--- config.mk ---
export PLATFORM = sky130hd
export DESIGN_NAME = dram_req_queue
export DESIGN_NICKNAME = d
export VERILOG_FILES = /design/src/rtl/dram_req_queue.sv
export SDC_FILE = /design/constraint.sdc
export NUM_CORES = 1
export LEC_CHECK = 0
export BUFFER_PORTS_ARGS = -buffer_cell sky130_fd_sc_hd__buf_2
export CAP_MARGIN = 5
export CORE_ASPECT_RATIO = 1.4
export CORE_MARGIN = 5
export CORE_UTILIZATION = 40
export CTS_CLUSTER_SIZE = 12
export DETAILED_ROUTE_END_ITERATION = 10
export GPL_TIMING_DRIVEN = 0
export MAX_ROUTING_LAYER = met4
export PLACE_DENSITY_LB_ADDON = 0.08
export SETUP_SLACK_MARGIN = 0.5
export SYNTH_ARGS = -nofsm -noshare
export SYNTH_HDL_FRONTEND = slang
export SYNTH_SLANG_ARGS = --single-unit
--- constraint.sdc ---
create_clock -name clk_i -period 12.5 [get_ports clk_i]
set_input_delay 0.625 -clock clk_i [delete_from_list [all_inputs] [get_ports clk_i]]
set_output_delay 0.625 -clock clk_i [all_outputs]
set_load 0.01 [all_outputs]
--- src/rtl/dram_req_queue.sv ---
// dram_req_queue: request FIFO and one-at-a-time issue sequencer for dram_controller.
// Define DRAM_REQ_QUEUE_TIMEOUT_EN to abort commands left unacknowledged for TIMEOUT_CYCLES.
module dram_req_queue #(
    parameter int ADDR_W         = 26,
    parameter int DATA_W         = 128,
    parameter int TAG_W          = 4,
    parameter int DEPTH          = 4,
    parameter int TIMEOUT_CYCLES = 4096
) (
    input  logic                     clk_i,
    input  logic                     rst_n_i,
    input  logic                     req_valid,
    output logic                     req_ready,
    input  logic                     req_we,
    input  logic [ADDR_W-1:0]        req_addr,
    input  logic [DATA_W-1:0]        req_wdata,
    input  logic [TAG_W-1:0]         req_tag,
    output logic                     rsp_valid,
    output logic [DATA_W-1:0]        rsp_data,
    output logic [TAG_W-1:0]         rsp_tag,
    output logic                     ctrl_read,
    output logic                     ctrl_write,
    output logic [ADDR_W-1:0]        ctrl_address,
    output logic [DATA_W-1:0]        ctrl_write_data,
    input  logic [DATA_W-1:0]        ctrl_read_data,
    input  logic                     ctrl_ack,
    input  logic                     ctrl_busy,
    output logic [$clog2(DEPTH):0]   level,
    output logic                     err
);

    localparam int PTR_W = $clog2(DEPTH);
    localparam int LVL_W = PTR_W + 1;

    typedef enum logic [1:0] {IDLE, ISSUE, WAIT} state_t;

    state_t            state_q;
    logic [ADDR_W-1:0] addr_mem [DEPTH];
    logic [DATA_W-1:0] data_mem [DEPTH];
    logic [TAG_W-1:0]  tag_mem  [DEPTH];
    logic [DEPTH-1:0]  we_mem;

    logic [PTR_W-1:0]  wr_ptr_q, wr_ptr_d;
    logic [PTR_W-1:0]  rd_ptr_q, rd_ptr_d;
    logic [LVL_W-1:0]  cnt_q, cnt_d;
    logic              cur_we_q;
    logic [TAG_W-1:0]  cur_tag_q;
    logic              full, empty, push, pop, abort;

    assign full      = (cnt_q == LVL_W'(DEPTH));
    assign empty     = (cnt_q == '0);
    assign req_ready = !full;
    assign level     = cnt_q;

    always_comb begin
        push     = req_valid && !full;
        pop      = (state_q == ISSUE) && (ctrl_ack || abort);
        wr_ptr_d = wr_ptr_q + PTR_W'(push);
        rd_ptr_d = rd_ptr_q + PTR_W'(pop);
        cnt_d    = cnt_q + LVL_W'(push) - LVL_W'(pop);
    end

    always_ff @(posedge clk_i) begin
        if (push) begin
            addr_mem[wr_ptr_q] <= req_addr;
            data_mem[wr_ptr_q] <= req_wdata;
            tag_mem[wr_ptr_q]  <= req_tag;
            we_mem[wr_ptr_q]   <= req_we;
        end
    end

    always_ff @(posedge clk_i or negedge rst_n_i) begin
        if (!rst_n_i) begin
            wr_ptr_q <= '0;
            rd_ptr_q <= '0;
            cnt_q    <= '0;
        end else begin
            wr_ptr_q <= wr_ptr_d;
            rd_ptr_q <= rd_ptr_d;
            cnt_q    <= cnt_d;
        end
    end

    // Head stays in the FIFO until completion so level reflects the in-flight command.
    always_ff @(posedge clk_i or negedge rst_n_i) begin
        if (!rst_n_i) begin
            state_q         <= IDLE;
            ctrl_read       <= 1'b0;
            ctrl_write      <= 1'b0;
            ctrl_address    <= '0;
            ctrl_write_data <= '0;
            cur_we_q        <= 1'b0;
            cur_tag_q       <= '0;
            rsp_valid       <= 1'b0;
            rsp_data        <= '0;
            rsp_tag         <= '0;
        end else begin
            rsp_valid <= 1'b0;
            unique case (state_q)
                IDLE: begin
                    if (!empty && !ctrl_busy) begin
                        ctrl_address    <= addr_mem[rd_ptr_q];
                        ctrl_write_data <= data_mem[rd_ptr_q];
                        cur_we_q        <= we_mem[rd_ptr_q];
                        cur_tag_q       <= tag_mem[rd_ptr_q];
                        ctrl_write      <= we_mem[rd_ptr_q];
                        ctrl_read       <= !we_mem[rd_ptr_q];
                        state_q         <= ISSUE;
                    end
                end
                ISSUE: begin
                    if (pop) begin
                        ctrl_read  <= 1'b0;
                        ctrl_write <= 1'b0;
                        state_q    <= WAIT;
                        if (ctrl_ack && !cur_we_q) begin
                            rsp_valid <= 1'b1;
                            rsp_data  <= ctrl_read_data;
                            rsp_tag   <= cur_tag_q;
                        end
                    end
                end
                WAIT: begin
                    if (!ctrl_busy) state_q <= IDLE;
                end
                default: state_q <= IDLE;
            endcase
        end
    end

`ifdef DRAM_REQ_QUEUE_TIMEOUT_EN
    localparam int TMO_W = $clog2(TIMEOUT_CYCLES + 1);

    logic [TMO_W-1:0] tmo_q;
    logic             err_q;

    assign abort = (state_q == ISSUE) && !ctrl_ack &&
                   (tmo_q == TMO_W'(TIMEOUT_CYCLES - 1));
    assign err   = err_q;

    always_ff @(posedge clk_i or negedge rst_n_i) begin
        if (!rst_n_i) begin
            tmo_q <= '0;
            err_q <= 1'b0;
        end else begin
            if (state_q == ISSUE) tmo_q <= tmo_q + TMO_W'(1);
            else                  tmo_q <= '0;
            if (abort) err_q <= 1'b1;
        end
    end
`else
    logic unused_tmo;
    assign unused_tmo = (TIMEOUT_CYCLES == 0);
    assign abort      = 1'b0;
    assign err        = 1'b0;
`endif

endmodule
==> results.cfg <==
[place]
post_dp_cell_area_um2 = 39400
place_inst = 3238
pre_cts_ws_ns = 9.00
port_buffers = 584
hpwlAfterDp_um = 62300
place.gp.congestion = 0.816

[clocking]
post_cts_buffers = 0
clock-sinks = 939
cts_root_buf = clkbuf_16
htreeDepth = 3
clk_path_buf_depth = 3
cts_inserted_buffers = 94
cts_resized = 0
clk_latency_ns = 0.64
path_clk_slew_ns = 0.06
cts_tree = built

[pwr]
power_density_nw_per_um2 = 252
finalPower_mw = 10.7
p_leak_nw = 16.2
ir_worst_vdd_v = 0.000118

[worst_setup_path]
cp_common_cell = buf_6
slowest_delay_ns = 0.84
r2r-start = level[1]
required_ns = 12.84
path_class = register to register
r2r_end = data_mem[1][11]
crit_chain = or3b_2 > nand2_1 > nor3b_2 > buf_6 > buf_6 > buf_6 > buf_8 > buf_6 > buf_6 > buf_6 > buf_6
reg2regPathDepth = 11
reg2reg_slack_ns = 8.99
crit_arrival_ns = 3.85
cp-start-kind = register
worstSetupEndpointType = register
crit_slowest_cell = nor3b_2
path_max_fanout = 10

[worst_hold_path]
hold_class = primary input to register
min_to = data_mem[0][32]
min_path_cells = 1
hold_start = req_wdata[32]

[grt]
grt_pass1_vias = 18900
grt.total_usage = 0.191
antenna_found_initial = 43
grt_first_pass_wirelength_um = 126000
grt_max_degree = 108
overflow = 0

[synth]
netlist_instances = 1492
yosys.area.top_type_share = 0.558
yosysUniqueCellTypes = 27
netlist_area_um2 = 34200
yosysTopAreaCell = edfxtp_1
ys_seq_area_frac = 0.780
synth-seq-cells = 939
yosysWarnings = 0
yosys-top-cells-area = edfxtp_1 (56%), dfrtp_1 (22%), mux4_2 (10%), mux2_2 (9.6%), buf_2 (0.56%)
syn-num-nets = 1787
syn_avg_cell_area_um2 = 22.9

[sta]
fmax_ghz = 0.285
fin_skew_ns = 0.0249
rsz0062_at_grt = no
final-hold-violation-count = 0
setup_viol = 0
finalCriticalPeriod_ns = 3.51
fin_crit_sh = 0.281
whs_ns = 0.204
setup_slack_ns = 8.99
slew_headroom = 0.281
tightest_slew_ns = 1.08
finalSetupTns_ns = 0
slew_viol_final = 0

[job]
cap_violations = 0

[layout]
final_util = 0.497
syn_to_final_growth_pct = 23.8
drive_above_1_share = 0.552
fin_nets = 2534
final_cell_area_um2 = 42400
fill_cells = 7064
layout.cells.non_filler = 3446

[floorplan]
io_pins = 586
dieHeight_um = 356
num_rows = 127
core-area_um2 = 85300
initial_core_util = 0.401
dieArea_um2 = 91600
die_x_um = 257

[route]
vias = 17100
drtIter0Drc = 818
postRouteAntennaNets = 0
wl_per_cell_um = 24.9
finalWirelength_um = 86000
dr.pass1.iters = 4
post-route-drc-count = 0
vias_per_cell = 4.97

[outcome]
status = complete, no violations
[layout by cell type, fill, tap and decap left out, types with 2 or more instances in the layout]
| cell type | instances |
|---|---|
| xor2_1 | 2 |
| buf_6 | 55 |
| diode_2 | 33 |
| mux4_2 | 159 |
| ha_1 | 2 |
| nand2_1 | 4 |
| inv_6 | 2 |
| inv_1 | 5 |
| buf_4 | 13 |
| buf_8 | 12 |
| clkbuf_16 | 97 |
| clkbuf_1 | 67 |
| dfrtp_1 | 303 |
| xnor2_1 | 4 |
| clkbuf_8 | 9 |
| mux2i_1 | 2 |
| mux2_2 | 291 |
| edfxtp_1 | 636 |
| nor3b_2 | 2 |
| buf_2 | 621 |
| o21ai_0 | 2 |
| clkinv_1 | 4 |
| nor3_2 | 2 |
| clkinv_2 | 3 |
| buf_16 | 6 |
| nor2_1 | 2 |
[worst max path at each step]
| stage | from | end | slack [ns] | cells past startpoint |
|---|---|---|---|---|
| floorplan | level[1] | addr_mem[1][0] | -0.72 | 3 |
| global placement | level[1] | data_mem[1][11] | -12.92 | 3 |
| detailed placement | level[1] | data_mem[1][11] | 9.00 | 11 |
| CTS | level[1] | data_mem[1][13] | 8.95 | 11 |
| global route | level[1] | data_mem[1][17] | 8.82 | 11 |
| finish | level[1] | data_mem[1][11] | 8.99 | 11 |
[cells in the mapped netlist]
cell,number
and3_1,1
buf_2,38
buf_4,8
buf_6,11
clkbuf_1,11
conb_1,1
dfrtp_1,303
edfxtp_1,636
fa_1,1
ha_1,2
inv_1,5
mux2_2,291
mux2i_1,2
mux4_2,159
nand2_1,4
nand2b_1,1
nand3b_4,1
nor2_1,2
nor2_2,1
nor3_1,1
nor3_2,1
nor3b_1,2
o21ai_0,2
o31ai_4,1
or3b_2,1
xnor2_1,4
xor2_1,2
[cells by family after synthesis]
family          after synthesis  synth area share
flops                       939             0.780
mux                         452             0.201
buf+inv                      73            0.0127
simple gates                 15           0.00292
xor+xnor                      6           0.00154
fa+ha+maj                     3           0.00132
compound gates                3          0.000914
other cells                   1          0.000110
[area by class of cell]
type / instances / area, µm² / area share
inverters: 5 / 18.8 / 0.000443
well taps: 1096 / 1370 / 0.0324
clock inverters: 12 / 114 / 0.00269
plain buffers: 68 / 415 / 0.00980
repair buffers: 651 / 3810 / 0.0898
diodes: 33 / 82.6 / 0.00195
multi-input cells: 480 / 7130 / 0.168
flip-flops and latches: 939 / 26700 / 0.630
clock buffers: 162 / 2760 / 0.0652
[metal layers]
layer  part of all wire  track usage  up-vias  wire (µm)
li1                   -            -     7533          -
met3              0.091       0.0707      139       7800
met5                  0            -        -          0
met2               0.51        0.316      573      43500
met1               0.37        0.217     8882      32100
met4              0.029       0.0614        0       2480
[timing repair]
action                     in CTS  in global routing
hold buffers                    1                  0
setup endpoints to repair       0                  0
hold endpoints to repair       22                  0
[power breakdown]
| group | switching, mW | internal (mW) |
|---|---|---|
| combinational | 1.73 | 1.65 |
| sequential | 0.336 | 4.30 |
| clock | 1.13 | 1.52 |
[critical path: cells and delay by family (launching register included)]
family        cells  cell delay (ns)
buf+inv           8             1.45
simple gates      3             1.22
flops             1             0.52
[sequential cells by signal, summed over array words and instances, names as in the netlist, 2 cells and up]
register	flops
addr_mem	104
ctrl_address	26
ctrl_write_data	128
cur_tag_q	4
data_mem	512
level	3
rd_ptr_q	2
rsp_data	128
rsp_tag	4
state_q	2
tag_mem	16
we_mem	4
wr_ptr_q	2
Power figures use the tool's default switching activity.
